### src/rtl/bp_fe_queue_buffer_if.sv
// Handshake bundle between the FE producer / BE scheduler and the speculative FE queue.
// The buffer takes the slave modport; whoever drives FE and BE traffic takes the master modport.
interface bp_fe_queue_buffer_if #(
    parameter int width_p      = 128,
    parameter int ptr_width_lp = 4
);
    logic [width_p-1:0]      fe_queue_i;
    logic                    fe_queue_v_i;
    logic                    fe_queue_ready_o;
    logic [width_p-1:0]      fe_queue_o;
    logic                    fe_queue_v_o;
    logic                    fe_queue_yumi_i;
    logic                    fe_queue_deq_i;
    logic                    fe_queue_roll_i;
    logic                    fe_queue_clr_i;
    logic [ptr_width_lp-1:0] count_o;

    modport master (
        output fe_queue_i, fe_queue_v_i, fe_queue_yumi_i, fe_queue_deq_i,
               fe_queue_roll_i, fe_queue_clr_i,
        input  fe_queue_ready_o, fe_queue_o, fe_queue_v_o, count_o
    );

    modport slave (
        input  fe_queue_i, fe_queue_v_i, fe_queue_yumi_i, fe_queue_deq_i,
               fe_queue_roll_i, fe_queue_clr_i,
        output fe_queue_ready_o, fe_queue_o, fe_queue_v_o, count_o
    );
endinterface

### src/rtl/bp_fe_queue_buffer.sv
// Speculative FE instruction queue: write, speculative-read and commit pointers over one storage array.
// A slot is released only on commit, so a roll can replay anything issued but not yet committed.
module bp_fe_queue_buffer #(
    parameter int els_p   = 8,
    parameter int width_p = 128,
    localparam int ptr_width_lp  = $clog2(els_p) + 1,
    localparam int addr_width_lp = $clog2(els_p)
) (
    input  logic                     clk_i,
    input  logic                     reset_n_i,
    bp_fe_queue_buffer_if.slave      fe_if
);

    logic [ptr_width_lp-1:0] wptr_r, rptr_r, cptr_r;
    logic [ptr_width_lp-1:0] wptr_n, rptr_n, cptr_n;
    logic [ptr_width_lp-1:0] occupancy;
    logic [width_p-1:0]      mem [els_p];
    logic                    full;
    logic                    enq;

    // Wrap bits make wptr - cptr an exact occupancy in 0..els_p.
    assign occupancy = wptr_r - cptr_r;
    assign full      = (occupancy == ptr_width_lp'(els_p));
    assign enq       = fe_if.fe_queue_v_i & ~full & ~fe_if.fe_queue_clr_i;

    assign fe_if.fe_queue_ready_o = ~full;
    assign fe_if.fe_queue_v_o     = (rptr_r != wptr_r);
    assign fe_if.fe_queue_o       = mem[rptr_r[addr_width_lp-1:0]];
    assign fe_if.count_o          = occupancy;

    always_comb begin
        wptr_n = wptr_r + ptr_width_lp'(enq);
        rptr_n = rptr_r;
        cptr_n = cptr_r;
        if (fe_if.fe_queue_clr_i) begin
            wptr_n = wptr_r;
            rptr_n = wptr_r;
            cptr_n = wptr_r;
        end else if (fe_if.fe_queue_roll_i) begin
            // Roll rewinds to the commit point after any same-cycle commit.
            cptr_n = cptr_r + ptr_width_lp'(fe_if.fe_queue_deq_i);
            rptr_n = cptr_n;
        end else begin
            rptr_n = rptr_r + ptr_width_lp'(fe_if.fe_queue_yumi_i);
            cptr_n = cptr_r + ptr_width_lp'(fe_if.fe_queue_deq_i);
        end
    end

    always_ff @(posedge clk_i or negedge reset_n_i) begin
        if (!reset_n_i) begin
            wptr_r <= '0;
            rptr_r <= '0;
            cptr_r <= '0;
        end else begin
            wptr_r <= wptr_n;
            rptr_r <= rptr_n;
            cptr_r <= cptr_n;
        end
    end

    // Storage carries no reset; pointers alone define what is valid.
    always_ff @(posedge clk_i) begin
        if (enq) begin
            mem[wptr_r[addr_width_lp-1:0]] <= fe_if.fe_queue_i;
        end
    end

`ifndef SYNTHESIS
    yumi_needs_valid: assert property (@(posedge clk_i) disable iff (!reset_n_i)
        (fe_if.fe_queue_yumi_i & ~fe_if.fe_queue_clr_i & ~fe_if.fe_queue_roll_i) |-> fe_if.fe_queue_v_o);

    deq_needs_issued: assert property (@(posedge clk_i) disable iff (!reset_n_i)
        (fe_if.fe_queue_deq_i & ~fe_if.fe_queue_clr_i) |-> (cptr_r != rptr_r));
`endif

endmodule

### src/flat_wrapper.sv
// flat-port wrapper written by rule: the top's interface ports become plain ports
module bp_fe_queue_buffer_flat 
#(
    parameter int els_p   = 8,
    parameter int width_p = 128,
    localparam int ptr_width_lp  = $clog2(els_p) + 1,
    localparam int addr_width_lp = $clog2(els_p)
)
  (clk_i, reset_n_i, fe_if_fe_queue_i, fe_if_fe_queue_v_i, fe_if_fe_queue_yumi_i, fe_if_fe_queue_deq_i, fe_if_fe_queue_roll_i, fe_if_fe_queue_clr_i, fe_if_fe_queue_ready_o, fe_if_fe_queue_o, fe_if_fe_queue_v_o, fe_if_count_o);
  bp_fe_queue_buffer_if #(.width_p(width_p), .ptr_width_lp((4))) fe_if_i ();
  input  logic clk_i;
  input  logic reset_n_i;
  input wire logic [$bits(fe_if_i.fe_queue_i)-1:0] fe_if_fe_queue_i;
  input wire logic [$bits(fe_if_i.fe_queue_v_i)-1:0] fe_if_fe_queue_v_i;
  input wire logic [$bits(fe_if_i.fe_queue_yumi_i)-1:0] fe_if_fe_queue_yumi_i;
  input wire logic [$bits(fe_if_i.fe_queue_deq_i)-1:0] fe_if_fe_queue_deq_i;
  input wire logic [$bits(fe_if_i.fe_queue_roll_i)-1:0] fe_if_fe_queue_roll_i;
  input wire logic [$bits(fe_if_i.fe_queue_clr_i)-1:0] fe_if_fe_queue_clr_i;
  output wire logic [$bits(fe_if_i.fe_queue_ready_o)-1:0] fe_if_fe_queue_ready_o;
  output wire logic [$bits(fe_if_i.fe_queue_o)-1:0] fe_if_fe_queue_o;
  output wire logic [$bits(fe_if_i.fe_queue_v_o)-1:0] fe_if_fe_queue_v_o;
  output wire logic [$bits(fe_if_i.count_o)-1:0] fe_if_count_o;
  assign fe_if_i.fe_queue_i = fe_if_fe_queue_i;
  assign fe_if_i.fe_queue_v_i = fe_if_fe_queue_v_i;
  assign fe_if_i.fe_queue_yumi_i = fe_if_fe_queue_yumi_i;
  assign fe_if_i.fe_queue_deq_i = fe_if_fe_queue_deq_i;
  assign fe_if_i.fe_queue_roll_i = fe_if_fe_queue_roll_i;
  assign fe_if_i.fe_queue_clr_i = fe_if_fe_queue_clr_i;
  assign fe_if_fe_queue_ready_o = fe_if_i.fe_queue_ready_o;
  assign fe_if_fe_queue_o = fe_if_i.fe_queue_o;
  assign fe_if_fe_queue_v_o = fe_if_i.fe_queue_v_o;
  assign fe_if_count_o = fe_if_i.count_o;
  bp_fe_queue_buffer #(.els_p(els_p), .width_p(width_p)) u_core (.clk_i(clk_i), .reset_n_i(reset_n_i), .fe_if(fe_if_i));
endmodule
### config.mk
export PLATFORM = sky130hd
export DESIGN_NAME = bp_fe_queue_buffer_flat
export DESIGN_NICKNAME = d
export VERILOG_FILES = /design/src/rtl/bp_fe_queue_buffer_if.sv /design/src/rtl/bp_fe_queue_buffer.sv /design/src/flat_wrapper.sv
export SDC_FILE = /design/constraint.sdc
export NUM_CORES = 1
export LEC_CHECK = 0
export BUFFER_PORTS_ARGS = -buffer_cell sky130_fd_sc_hd__buf_4
export CAP_MARGIN = 20
export CORE_MARGIN = 3
export CORE_UTILIZATION = 57
export CTS_CLUSTER_SIZE = 10
export DETAILED_ROUTE_END_ITERATION = 10
export HOLD_SLACK_MARGIN = 0.12
export PLACE_DENSITY = 0.76
export SLEW_MARGIN = 20
export SYNTH_ARGS = -nofsm -noshare
export SYNTH_HDL_FRONTEND = slang
export SYNTH_SLANG_ARGS = --single-unit
### constraint.sdc
create_clock -name clk_i -period 28 [get_ports clk_i]
set_input_delay 1.4 -clock clk_i [delete_from_list [all_inputs] [get_ports clk_i]]
set_output_delay 1.4 -clock clk_i [all_outputs]
set_load 0.1 [all_outputs]
==> results.toml <==
[status]
status = "finished, final reports clean"

[sta]
hold_viol_final = 0
report.final.setup_viol = 0
skew_ps = 19.1
tightest_slew_ps = 1060
final-max-slew-violation-count = 0
period_needed_ps = 5810
post-route-period-util_pct = 20.7
fin_setup_tns_ps = 0
max-slew-margin-rel_pct = 29.5
max_freq_ghz = 0.172
rsz0062_at_grt = "no"

[placement]
detailedPlacementHpwl_mm = 39.8
gp_congestion = 0.784
port_buffers = 268

[die]
die_x_um = 269
die_y_um = 269
fp.coreArea_um2 = 67800
start_util_pct = 58.0
die-area_um2 = 72200
num_rows = 95
io_pins = 269

[synth]
synth_edf_count = 1024
yosys.area_share.simple_pct = 0.446
synth_xor_area_share_pct = 0.267
synth_top_family_by_area = "multiplexers"
ys_seq_area_share_pct = 79.0
synthCells = 1579
syn_nets = 1724
synth_compound_area_share_pct = 0.165
ys_types = 31
synth_fa_ha_area_share_pct = 0.337
syn_avg_cell_area_um2 = 24.9
synth_area_um2 = 39300
synth_mux_area_share_pct = 18.4
async_flop_share_pct = 1.16
ys.flop_type = "edfxtp_1"
ys_ff_latch = 1036
ys.warnings.count = 0

[worst_hold_path]
min_path_type = "in2async"

[layout]
drive_gt1_share_pct = 41.9
multi_input_area_um2 = 7760
seq_area_um2 = 31100
fin_nets = 2059
syn2layout_area_growth_pct = 15.4
fill_cells = 4170

[critical_path]
worstPathMaxFanout = 46
cp.buffers_inverters = 4
r2r_setup_slack_ps = 23640
cpMostUsedCell = "buf_4"
crit_type = "reg2out"
critPathSlowestCell = "buf_4"
cpLargestDelayFamily = "buffers and inverters"
start_kind = "flop"
cp_data_required_time_ps = 26600
crit_chain = "buf_16 -> buf_4 -> buf_4 -> mux4_2 -> mux2_2 -> buf_4"
cp.arrival_ps = 4410
slowest_delay_ps = 840
crit_path_end_kind = "output port"

[global_routing]
grt_max_degree = 157
antenna_found_initial = 12
grt_overflow_total = 0
grt_pass1_wl_mm = 116
grt_util_all_layers_pct = 21.9
grt_pass1_vias = 18680

[clocking]
htreeDepth = 3
cts_root_buf = "clkbuf_16"
clk_pin_slew_ps = 60
cts_hold_buf = 0
clock-sinks = 1036
cts_buffers = 114
clockBufferDepth = 3
cts_resized = 0
cts_tree = "yes"
clkLatencyLatePin_ps = 660
cts_setup_buffers = 0

[drt]
vias_per_cell = 6.14
drt_first_pass_iters = 5
drt-initial-drc-count = 1378
routed-via-count = 17349
finalWirelength_mm = 77.2
wire_per_inst_um = 27.3
drc_errors = 0
antenna_left = 0

[job]
max_cap_viol_count = 0
==> worst paths after layout <==
path / cells after the start / end / startpoint
worst max-delay path: 6 / fe_if_fe_queue_o[75] / u_core.rptr_r[0]$_DFF_PN0_
worst min-delay path: 1 / u_core.cptr_r[1]$_DFF_PN0_ / reset_n_i
worst max register to register: 10 / u_core.mem[2][55]$_DFFE_PP_ / u_core.wptr_r[0]$_DFFE_PN0N_
worst min register to register: 1 / u_core.wptr_r[3]$_DFFE_PN0N_ / u_core.wptr_r[3]$_DFFE_PN0N_
max in group asynchronous: 1 / u_core.rptr_r[2]$_DFF_PN0_ / reset_n_i
min in group clk_i: 1 / u_core.wptr_r[3]$_DFFE_PN0N_ / u_core.wptr_r[3]$_DFFE_PN0N_
==> per-stage QoR <==
| step | hold WS [ps] | utilization, % | std cells | setup slack, ps | area [um2] |
|---|---|---|---|---|---|
| after global placement | 562 | 62.3 | 2670 | 22480 | 42200 |
| after detailed placement | 576 | 62.3 | 2670 | 22420 | 42200 |
| after CTS | 543 | 66.9 | 2820 | 21700 | 45300 |
| after floorplan | 519 | - | 1579 | 10800 | 39300 |
| after global routing | 561 | 67.0 | 2823 | 21790 | 45400 |
| final | 581 | 67.0 | 2825 | 22190 | 45400 |
==> cells by family after synthesis <==
kind of cell / count (synthesis)
xor+xnor: 12
buf+inv: 91
simple gates: 31
mux: 387
fa+ha+maj: 10
compound gates: 12
flops: 1036
==> cell type report <==
class	instances	share of cell area, %
clock inverter	11	0.361
clock buffer	139	6.49
sequential	1036	68.4
timing repair buffer	299	5.08
inverter	11	0.0910
multi-input combinational	452	17.1
tap	873	2.41
antenna	4	0.0221
==> registers in the layout, indices dropped and copies added, names as in the netlist <==
name,count
u_core.wptr_r,4
u_core.rptr_r,4
u_core.mem,1024
u_core.cptr_r,4
==> cells in the final DEF, fill, tap and decap left out, types with 2 or more instances in the layout <==
| cell type | instances |
|---|---|
| edfxtp_1 | 1024 |
| buf_4 | 294 |
| mux4_2 | 256 |
| mux2_2 | 129 |
| clkbuf_16 | 114 |
| clkbuf_1 | 25 |
| inv_1 | 11 |
| xnor2_1 | 9 |
| ha_1 | 9 |
| dfrtp_1 | 9 |
| o21ai_0 | 7 |
| diode_2 | 4 |
| nor2_1 | 4 |
| nand2_1 | 4 |
| xor2_1 | 3 |
| a21oi_1 | 3 |
| nand3_1 | 3 |
| nor3_1 | 3 |
| inv_6 | 3 |
| clkinv_1 | 3 |
| buf_12 | 3 |
| dfrtp_4 | 3 |
| nand3b_1 | 2 |
| nand2b_1 | 2 |
| mux2i_1 | 2 |
| nor4b_2 | 2 |
| nor4_2 | 2 |
| nor3_2 | 2 |
| and3_4 | 2 |
| clkinv_16 | 2 |
==> synthesized netlist by cell type, drive strengths merged (2+ instances only) <==
cell type,n,area share [%]
a21oi,3,0.038
and3,3,0.048
buf,48,0.98
clkbuf,32,0.31
dfrtp,12,0.76
edfxtp,1024,78
ha,9,0.29
inv,11,0.11
mux2,129,3.7
mux2i,2,0.051
mux4,256,15
nand2,4,0.038
nand2b,2,0.032
nand3,3,0.038
nand3b,2,0.038
nor2,4,0.038
nor3,5,0.064
nor4,2,0.032
nor4b,2,0.045
o21ai,7,0.089
xnor2,9,0.20
xor2,3,0.067
==> per-layer routing <==
metal	routed length (um)	global-route usage, %	share of wire [%]
met2	37800	34.5	49
met5	102	0	0.13
met4	1750	6.45	2.3
met3	5450	5.39	7.1
met1	32100	31.0	42
Power is left out: the tool's default activity adds up to more than one toggle a clock period on the data nets, which glitch-free logic cannot reach.
